File: src/rtl/arb_pkg.sv
// Shared definitions for the 8-way round-robin arbiter.
// Contents: requester count, index width, hold counter width, FSM state
// encoding and the index-to-one-hot decode used to drive the grant vector.
package arb_pkg;

    localparam int unsigned N_REQ  = 8;
    localparam int unsigned ID_W   = 3;
    localparam int unsigned HOLD_W = 8;

    typedef enum logic {
        IDLE  = 1'b0,
        GRANT = 1'b1
    } state_e;

    // One-hot decode of a requester index.
    function automatic logic [N_REQ-1:0] id_decode(input logic [ID_W-1:0] id);
        logic [N_REQ-1:0] oh;
        oh     = '0;
        oh[id] = 1'b1;
        return oh;
    endfunction

endpackage

File: src/rtl/rr_pick.sv
// Rotating-priority picker (purely combinational).
// Ports:
//   req [7:0] : request vector, bit i is requester i
//   ptr [2:0] : highest-priority index for this pick
//   any       : at least one request is set
//   idx [2:0] : first set request scanning ptr, ptr+1, ... modulo 8
module rr_pick
    import arb_pkg::*;
(
    input  logic [N_REQ-1:0] req,
    input  logic [ID_W-1:0]  ptr,
    output logic             any,
    output logic [ID_W-1:0]  idx
);

    logic [ID_W-1:0] cand;

    // Scan from ptr upward; the 3-bit add wraps 7 -> 0 on its own.
    always_comb begin
        any  = 1'b0;
        idx  = ptr;
        cand = ptr;
        for (int unsigned i = 0; i < N_REQ; i++) begin
            cand = ptr + ID_W'(i);
            if (!any && req[cand]) begin
                any = 1'b1;
                idx = cand;
            end
        end
    end

endmodule

File: src/rtl/rr_arbiter8.sv
// 8-requester round-robin arbiter with a bounded hold time.
// Parameter:
//   MAX_HOLD  : grant cycles before a forced release (2..255)
// Ports:
//   clk       : system clock, rising edge
//   reset     : asynchronous, active-high reset
//   req [7:0] : request vector
//   done      : current grantee releases the resource
//   gnt [7:0] : one-hot grant, zero when no grant is active
//   gnt_id    : index of the current (or last) grantee
//   gnt_valid : a grant is active
//   timeout   : one-cycle pulse when the hold limit alone forced the release
module rr_arbiter8
    import arb_pkg::*;
#(
    parameter int unsigned MAX_HOLD = 16
) (
    input  logic             clk,
    input  logic             reset,
    input  logic [N_REQ-1:0] req,
    input  logic             done,
    output logic [N_REQ-1:0] gnt,
    output logic [ID_W-1:0]  gnt_id,
    output logic             gnt_valid,
    output logic             timeout
);

    localparam logic [HOLD_W-1:0] HOLD_LAST = HOLD_W'(MAX_HOLD - 1);

    state_e             state_q;
    logic [ID_W-1:0]    ptr_q;
    logic [ID_W-1:0]    gnt_id_q;
    logic [HOLD_W-1:0]  hold_q;
    logic [N_REQ-1:0]   gnt_q;
    logic               gnt_valid_q;
    logic               timeout_q;

    logic               pick_any_c;
    logic [ID_W-1:0]    pick_idx_c;
    logic               req_drop_c;
    logic               hold_hit_c;
    logic               release_c;

    rr_pick u_pick (
        .req (req),
        .ptr (ptr_q),
        .any (pick_any_c),
        .idx (pick_idx_c)
    );

    // Release conditions; only the grantee's own request bit matters during GRANT.
    assign req_drop_c = !req[gnt_id_q];
    assign hold_hit_c = (hold_q == HOLD_LAST);
    assign release_c  = done || req_drop_c || hold_hit_c;

    // Arbiter FSM with registered grant outputs.
    always_ff @(posedge clk or posedge reset) begin
        if (reset) begin
            state_q     <= IDLE;
            ptr_q       <= '0;
            gnt_id_q    <= '0;
            hold_q      <= '0;
            gnt_q       <= '0;
            gnt_valid_q <= 1'b0;
            timeout_q   <= 1'b0;
        end else begin
            timeout_q <= 1'b0;
            case (state_q)
                IDLE: begin
                    if (pick_any_c) begin
                        state_q     <= GRANT;
                        gnt_id_q    <= pick_idx_c;
                        gnt_q       <= id_decode(pick_idx_c);
                        gnt_valid_q <= 1'b1;
                        hold_q      <= '0;
                    end
                end
                GRANT: begin
                    if (release_c) begin
                        state_q     <= IDLE;
                        gnt_q       <= '0;
                        gnt_valid_q <= 1'b0;
                        ptr_q       <= gnt_id_q + ID_W'(1);
                        // Flag only releases forced purely by the hold limit.
                        timeout_q   <= hold_hit_c && !done && !req_drop_c;
                    end else begin
                        hold_q <= hold_q + HOLD_W'(1);
                    end
                end
                default: state_q <= IDLE;
            endcase
        end
    end

    assign gnt       = gnt_q;
    assign gnt_id    = gnt_id_q;
    assign gnt_valid = gnt_valid_q;
    assign timeout   = timeout_q;

endmodule
File: config.mk
export PLATFORM = sky130hd
export DESIGN_NAME = rr_arbiter8
export DESIGN_NICKNAME = d
export VERILOG_FILES = /design/src/rtl/arb_pkg.sv /design/src/rtl/rr_pick.sv /design/src/rtl/rr_arbiter8.sv
export SDC_FILE = /design/constraint.sdc
export NUM_CORES = 1
export LEC_CHECK = 0
export ABC_CLOCK_PERIOD_IN_PS = 8510
export CORE_ASPECT_RATIO = 2
export CORE_MARGIN = 2
export CORE_UTILIZATION = 60
export CTS_BUF_LIST = sky130_fd_sc_hd__clkbuf_4
export DETAILED_ROUTE_END_ITERATION = 8
export PLACE_DENSITY = 0.84
export SYNTH_ARGS = -nofsm -noshare
export SYNTH_HDL_FRONTEND = slang
export SYNTH_SLANG_ARGS = --single-unit
File: constraint.sdc
create_clock -name clk -period 8.51 [get_ports clk]
set_input_delay 0.851 -clock clk [delete_from_list [all_inputs] [get_ports clk]]
set_output_delay 0.851 -clock clk [all_outputs]
set_load 0.01 [all_outputs]
# Word-level counts from Yosys, hierarchy flattened
# Cells that the tools add are included.
totals:
  regBits: 25
  output_inout_bits: 13
classes:
  n_addsub: 9
  magnitude_cmp: 11
  n_eq_ne: 4
  n_mux: 49
  n_bitwise: 1
  reduce_logical: 25
op_table:
  columns: ["cell", "n"]
  rows:
  - ["$lt 3x4->1 const B", 10]
  - ["$mux 8", 4]
  - ["$pmux 8 s2", 2]
  - ["$bmux 1 s3", 9]
  - ["$mux 1", 24]
  - ["$mux 3", 7]
  - ["$add 3x3->3 const B", 4]
  - ["$logic_and 1x1->1", 10]
  - ["$logic_not 1->1", 9]
  - ["$add 8x1->8 const B", 1]
  - ["$eq 8x4->1 const B", 1]
  - ["$reduce_and 2->1", 4]
  - ["$add 3x1->3 const B", 2]
  - ["$add 3x2->3 const B", 2]
  - ["$ne 2x2->1 const B", 2]
  - ["$pmux 1 s2", 2]
  - ["$demux 1 s3", 1]
  - ["$ge 3x1->1 const B", 1]
  - ["$logic_or 1x1->1", 2]
  - ["$ne 2x1->1 const B", 1]
  - ["$not 1->1", 1]

# Logic depth before layout (Yosys ltp)
# Gate-level depths: netlist (run 1).
logic_depth:
  depth_word: 30
  depth_mapped: 13
  ltp_nobuf: 10

# By module
# A second synthesis (run 1) with hierarchy kept.
unflattened:
  cells_unflattened: 217
  area_unflattened_um2: 2145.8
modules_own_cells:
  columns: ["mod", "instances", "cells_per_inst", "area_per_inst_um2"]
  rows:
  - ["rr_arbiter8", 1, 120, 1278.7]
  - ["rr_pick", 1, 97, 867.1]

# Worst setup path after synthesis (run 1)
# OpenSTA, ideal clock, no wires.
synth_path:
  path_kind: "register to register"
  startpoint: "register ptr_q[1]"
  endpoint: "register gnt_id_q[2], in the netlist gnt_id[2]"
  arrival_ns: 3.301
  required_time_ns: 8.385
  setup_slack_ns: 5.084
  stages_incl_launch_ff: 13
  period_less_slack_ns: 3.426
  cell_sequence: "dfrtp_1 -> clkbuf_1 -> inv_1 -> ha_1 -> buf_6 -> mux2_1 -> mux4_2 -> o32ai_4 -> a21oi_2 -> o32ai_2 -> o21ai_2 -> a31o_4 -> mux2_4"
synth_via:
  elab_chain_cells: 25
synth_lines:
  columns: ["item", "line", "text"]
  rows:
  - ["start, declared", "rr_arbiter8.sv:31", "logic [ID_W-1:0] ptr_q;"]
  - ["start signal, assigned", "rr_arbiter8.sv:83", "ptr_q <= gnt_id_q + ID_W'(1);"]
  - ["branches (longest 25 deep; another with $add 3x1->3)", null, null]
  - ["end signal, assigned", "rr_arbiter8.sv:72", "gnt_id_q <= pick_idx_c;"]
  - ["end, declared", "rr_arbiter8.sv:32", "logic [ID_W-1:0] gnt_id_q;"]
# Several ways; the timed one is not identified. The select of a mux whose other input is x is not followed.
# A chain may end at the register's enable or synchronous reset.

# Worst setup path in the final report (run 1)
layout_path:
  startpoint: "register ptr_q[0]"
  endpoint: "register gnt_q[6], in the netlist gnt[6]"
layout_via:
  elab_chain_cells: 30
layout_lines:
  columns: ["item", "line", "text"]
  rows:
  - ["branches (longest 30 deep; another with $add 3x1->3)", null, null]
  - ["end signal, assigned", "rr_arbiter8.sv:73", "gnt_q <= id_decode(pick_idx_c);"]
  - ["end, declared", "rr_arbiter8.sv:34", "logic [N_REQ-1:0] gnt_q;"]
# Several ways; the timed one is not identified. The select of a mux whose other input is x is not followed.

==> results of run 1 <==
## routing by layer
metal | vias up | part of all wire, % | global-route usage, %
met3 | 14 | 1.9 | 1.21
met5 | - | 0 | 0
met4 | 0 | 3.8 | 12.6
met1 | 875 | 36 | 30.5
met2 | 29 | 58 | 51.9
li1 | 838 | - | -
## power groups by stage
stage	Combinational (mW)	Sequential, mW	Clock [mW]
final	0.839	0.225	0.0525
after global routing	0.906	0.234	0.0573
after CTS	0.834	0.227	0.0546
after detailed placement	0.829	0.229	0
after floorplan	0.696	0.190	0
after global placement	0.816	0.227	0
## through the flow
stage,setup slack (ns),cell area (um^2)
after floorplan,5.08,2180
after global placement,4.28,2430
after detailed placement,4.20,2430
after CTS,4.18,2450
after global routing,3.78,2450
final,4.19,2450
## placed cells by master, fill, tap and decap left out, types with 5 or more instances in the layout
master / count
o21ai_1: 5
a21oi_1: 6
dfrtp_1: 25
mux2i_1: 7
inv_1: 9
o21ai_0: 9
nand3_1: 5
mux2_2: 13
clkdlybuf4s50_1: 23
nor2_1: 16
nand2b_1: 6
nand2_1: 19
mux4_2: 14
## worst max-delay path: stages, from the launching register on
cell and delay, ns:
dfrtp_1 0.90, inv_1 0.24, ha_1 0.74, mux2_2 0.42
mux4_2 0.49, o32ai_1 0.57, a21oi_1 0.13, buf_4 0.23
a21oi_2 0.33, a22o_1 0.21
## how the worst max path moves through the flow
stage               cells after the start  slack (ns)        end      from
detailed placement                     10        4.20     gnt[5]  ptr_q[0]
CTS                                    10        4.18     gnt[5]  ptr_q[0]
global placement                       10        4.28     gnt[7]  ptr_q[0]
finish                                  9        4.19     gnt[6]  ptr_q[0]
floorplan                              12        5.08  gnt_id[2]  ptr_q[1]
global route                           10        3.78     gnt[5]  ptr_q[0]
## kinds of logic (layout without fill, tap and decap cells)
group	Yosys count	count (layout)
and+or+nand+nor	70	70
AOI/OAI and AO/OA	47	47
muxes	40	40
DFF	25	25
buffers and inverters	18	37
xor gates and xnor gates	8	8
adders and majority gates	4	4
## registers in the layout, summed over array words and instances (netlist names)
register   cells
timeout        1
gnt_valid      1
ptr_q          3
gnt_id         3
state_q        1
hold_q         8
gnt            8
## layout make-up
class	count	area, um^2
clock buffer	3	22.5
clock inverter	1	5.00
fill	285	1110
inverter	9	33.8
multi-input combinational	169	1470
sequential	25	626
tap	49	61.3
timing repair buffer	24	238
==> flow_metrics.py, run 1 <==
metrics = {
    "yosys": {
        "synth_area_leaders": "dfrtp_1 (29%), mux4_2 (14%), mux2_2 (6.7%), nand2_1 (3.3%), mux2i_1 (3.2%)",
        "synth_top_area_share_pct": 28.6,
        "yosysMostFrequentCell": "dfrtp_1",
        "ys_ff_latch": 25,
        "ys.flop_type": "dfrtp_1",
        "synth.distinct_cells": 55,
        "synth_common_cells": "dfrtp_1 (25), nand2_1 (19), nor2_1 (16)",
        "synth_top_family_by_area": "multiplexers",
        "synth-xor-area-share_pct": 3.21,
        "yosysSeqAreaShare_pct": 28.6,
        "synth_compound_area_share_pct": 17.3,
        "ys_async_sr_fraction_pct": 100,
        "ys.warnings.count": 0,
        "syn_avg_cell_area_um2": 10.3,
        "synthAdderAreaFrac_pct": 2.29,
        "synthCells": 212,
        "synth-edff-count": 0,
        "synth_area_um2": 2180,
        "synth_fp_nets": 227,
        "yosys.area_share.simple_pct": 16.2,
        "synth_top_area_cell": "dfrtp_1",
        "synth_mux_area_share_pct": 28.2,
    },
    "global_route": {
        "grt_pass1_vias": 1711,
        "grt-ovfl-total": 0,
        "antenna_found_initial": 0,
        "grt_pass1_wl_um": 8290,
        "track_usage_pct": 27.8,
        "grt_max_degree": 26,
    },
    "timing": {
        "final.setup.tns_ns": 0,
        "fin_crit_sh_pct": 50.8,
        "hold_violations": 0,
        "drv_slew": 0,
        "rsz0062_at_grt": "no",
        "holdWs_ns": 0.493,
        "tightest_slew_ns": 0.910,
        "setup_viol": 0,
        "max_freq_ghz": 0.231,
        "period_minus_slack_ns": 4.32,
        "slew_headroom_pct": 39.3,
        "finClkSkew_ns": 0.00462,
    },
    "min_path": {
        "hold_depth": 1,
        "hold_start": "gnt_valid",
        "hold_end": "gnt_valid",
        "worstHoldPathType": "flop to flop",
    },
    "final_layout": {
        "drive_gt1_share_pct": 20.8,
        "stdcell_count": 280,
        "fin_util_pct": 68.8,
        "fin_nets": 247,
        "area_growth_pct": 12.4,
        "diodes": 0,
    },
    "die": {
        "die_w_um": 46.7,
        "die_h_um": 89.3,
        "boundaryPins": 24,
        "core_area_um2": 3570,
        "dieArea_um2": 4170,
        "rows": 31,
        "start_util_pct": 61.2,
    },
    "critical_path": {
        "arrival_ns": 4.60,
        "start_kind": "flop",
        "r2r_slack_ns": 4.19,
        "required_ns": 8.79,
        "r2r-start": "ptr_q[0]",
        "r2r_cells": 9,
        "r2r-end": "gnt[6]",
        "crit_type": "flop to flop",
        "endpoint_kind": "flop",
        "crit_path_max_fanout": 18,
    },
    "cts": {
        "cts_tree": "yes",
        "clock_latency_ns": 0.33,
        "path_clk_slew_ns": 0.13,
        "post_cts_buffers": 0,
        "root_buffer": "clkbuf_4",
        "cts.path.max_buffers": 2,
        "cts.hold.buffers_added": 0,
        "cts-resized-gates": 0,
        "cts_buffers": 3,
        "cts.sinks": 25,
        "htreeDepth": 1,
    },
    "power_and_ir_drop": {
        "ir_drop_v": 0.000274,
        "switchingPower_mw": 0.536,
        "p_leak_nw": 0.976,
        "power_mw": 1.12,
        "p_int_mw": 0.580,
        "seq_power_share_pct": 20.2,
        "p_clk_share_pct": 4.7,
        "power_frac_comb_pct": 75.1,
        "swShare_pct": 48.0,
        "powerDensity_nw_per_um2": 455,
    },
    "run_status": {
        "status": "complete, no violations",
    },
    "routing": {
        "via_per_inst": 6.27,
        "dr.pass1.iters": 4,
        "wl_per_cell_um": 18.4,
        "drt_iter0_markers": 32,
        "drcViolationCount": 0,
        "routed_wl_um": 5160,
        "ant_nets": 0,
        "vias": 1756,
    },
    "placement": {
        "place_congestion": 0.955,
        "dp.cells": 276,
        "port_buffers": 23,
        "place_hpwl_um": 4030,
    },
    "run": {
        "drv_cap": 0,
    },
}
Power figures use the tool's default switching activity.
==> run 2, diff against run 1 <==
ABC_CLOCK_PERIOD_IN_PS = 3500   (was 8510)
CORE_UTILIZATION = 53   (was 60)
PLACE_DENSITY = 0.79   (was 0.84)
clock period = 3.5 ns   (was 8.51 ns; I/O delays follow)
==> flow_metrics.py, run 2 (same netlist as run 1, synthesis figures left out) <==
metrics = {
    "run_status": {
        "status": "complete, no violations",
    },
    "die": {
        "die_h_um": 94.8,
        "rows": 33,
        "boundaryPins": 24,
        "die_w_um": 49.4,
        "dieArea_um2": 4680,
        "core_area_um2": 4050,
        "start_util_pct": 54.0,
    },
    "global_route": {
        "grt_max_degree": 26,
        "antenna_found_initial": 0,
        "grt_pass1_vias": 1995,
        "grt_util_met2_pct": 52.0,
        "gr-usage-met3_pct": 1.11,
        "top_usage_layer": "met2",
        "met1_usage_pct": 25.5,
        "grt-ovfl-total": 0,
        "grt_pass1_wl_um": 9430,
        "track_usage_pct": 26.6,
    },
    "routing": {
        "wl_per_cell_um": 19.6,
        "vias": 1820,
        "routed_wl_um": 5660,
        "dr.pass1.iters": 4,
        "ant_nets": 0,
        "drcViolationCount": 0,
        "drt_iter0_markers": 50,
        "via_per_inst": 6.30,
    },
    "timing": {
        "max_freq_ghz": 0.310,
        "drv_slew": 0,
        "hold_violations": 0,
        "setup_viol": 0,
        "setup_ws_ns": 0.274,
        "fin_crit_sh_pct": 92.2,
        "rsz0062_at_grt": "no",
        "slew_headroom_pct": 37.8,
        "period_minus_slack_ns": 3.23,
        "finClkSkew_ns": 0.00143,
        "tightest_slew_ns": 0.933,
        "final.setup.tns_ns": 0,
    },
    "power_and_ir_drop": {
        "switchingPower_mw": 1.34,
        "swShare_pct": 47.1,
        "seq_power_share_pct": 16.5,
        "powerDensity_nw_per_um2": 1130,
        "ir_drop_v": 0.000564,
        "power_frac_comb_pct": 78.8,
        "p_clk_share_pct": 4.7,
        "p_int_mw": 1.50,
        "p_leak_nw": 1.01,
    },
    "final_layout": {
        "stdcell_count": 289,
        "fin_nets": 253,
        "diodes": 0,
        "area_growth_pct": 15.6,
        "layout_common_cells": "dfrtp_1 (25), clkdlybuf4s50_1 (23), nand2_1 (19)",
        "multiInputGateArea_um2": 1490,
        "drive_gt1_share_pct": 23.6,
        "final_common_cell": "dfrtp_1",
        "fillCellCount": 378,
        "regArea_um2": 626,
    },
    "cts": {
        "htreeDepth": 1,
        "root_buffer": "clkbuf_4",
        "cts_tree": "yes",
        "cts-resized-gates": 0,
        "cts.path.max_buffers": 2,
        "clock_latency_ns": 0.32,
        "cts.hold.buffers_added": 0,
        "path_clk_slew_ns": 0.12,
        "cts.sinks": 25,
        "post_cts_buffers": 0,
        "cts_buffers": 3,
    },
    "critical_path": {
        "required_ns": 3.72,
        "worst_path_max_delay_cell": "mux4_2",
        "critical_path.cell_chain": "inv_1 > ha_4 > mux2_1 > mux4_2 > o32ai_4 > a21oi_2 > o32ai_2 > o21ai_2 > a31o_4 > mux2_4",
        "crit_path_max_fanout": 12,
        "crit_type": "flop to flop",
        "cpPeakStageDelay_ns": 0.54,
        "endpoint_kind": "flop",
        "arrival_ns": 3.44,
        "start_kind": "flop",
    },
    "min_path": {
        "worstHoldPathType": "flop to flop",
    },
    "placement": {
        "dp.cells": 285,
        "place_congestion": 0.947,
        "pre_cts_ws_ns": 0.0291,
        "port_buffers": 23,
        "place_hpwl_um": 4480,
    },
    "run": {
        "drv_cap": 0,
    },
}
## run 2: changes by cell type in the layout (fill, tap and decap cells not counted), sizes merged
cell	previous run	this run
clkbuf	3	4
clkinv	1	0
buf	1	7
## run 2: worst paths after layout
check                       endpoint  startpoint  cells after the start  slack, ns
setup / recovery           gnt_id[2]    ptr_q[1]                     10       0.27
hold / removal             gnt_valid   gnt_valid                      1       0.50
setup reg to reg           gnt_id[2]    ptr_q[1]                     10       0.27
hold reg to reg            gnt_valid   gnt_valid                      1       0.50
max in group asynchronous  hold_q[1]       reset                      2       2.41
min in group asynchronous     gnt[7]       reset                      2       0.53
## run 2: layer usage
layer	vias to the layer above	routed length [um]
met3	22	80
met4	0	342
li1	849	-
met1	912	1980
met5	-	0
met2	37	3250
## run 2: critical path: cells and delay by family, from the launching register on
kind	cells	cell delay [ns]
adder cells (fa/ha/maj)	1	0.37
buffers and inverters	1	0.08
AO/OA/AOI/OAI	5	1.11
flip-flops	1	0.38
multiplexers	3	1.18
## run 2: layout make-up
class / count / area share [%]
Sequential cell: 25 / 24.8
Tap cell: 52 / 2.58
Timing Repair Buffer: 30 / 11.2
Clock buffer: 4 / 1.19
Multi-Input combinational cell: 169 / 58.9
Inverter: 9 / 1.34
## run 2: power groups by stage
stage	clock network (mW)	logic (mW)	registers [mW]
2_1_floorplan	0	1.69	0.463
3_3_place_gp	0	2.12	0.473
3_5_place_dp	0	2.17	0.477
4_1_cts	0.138	2.18	0.470
5_1_grt	0.144	2.42	0.483
6_report	0.133	2.24	0.470
## run 2: metrics by stage
stage	power [mW]	hold WS [ns]	utilization, %	area, um^2
3_5_place_dp	2.65	0.473	61.2	2480
2_1_floorplan	2.15	0.377	-	2180
3_3_place_gp	2.60	0.464	61.2	2480
4_1_cts	2.79	0.502	61.9	2510
5_1_grt	3.05	0.513	62.4	2520
6_report	2.84	0.498	62.4	2520
==> run 3, diff against run 2 <==
CTS_CLUSTER_SIZE = 28   (was not set)
==> results of run 3 <==
No change in the layout: final DEF, timing and power equal those of run 2.
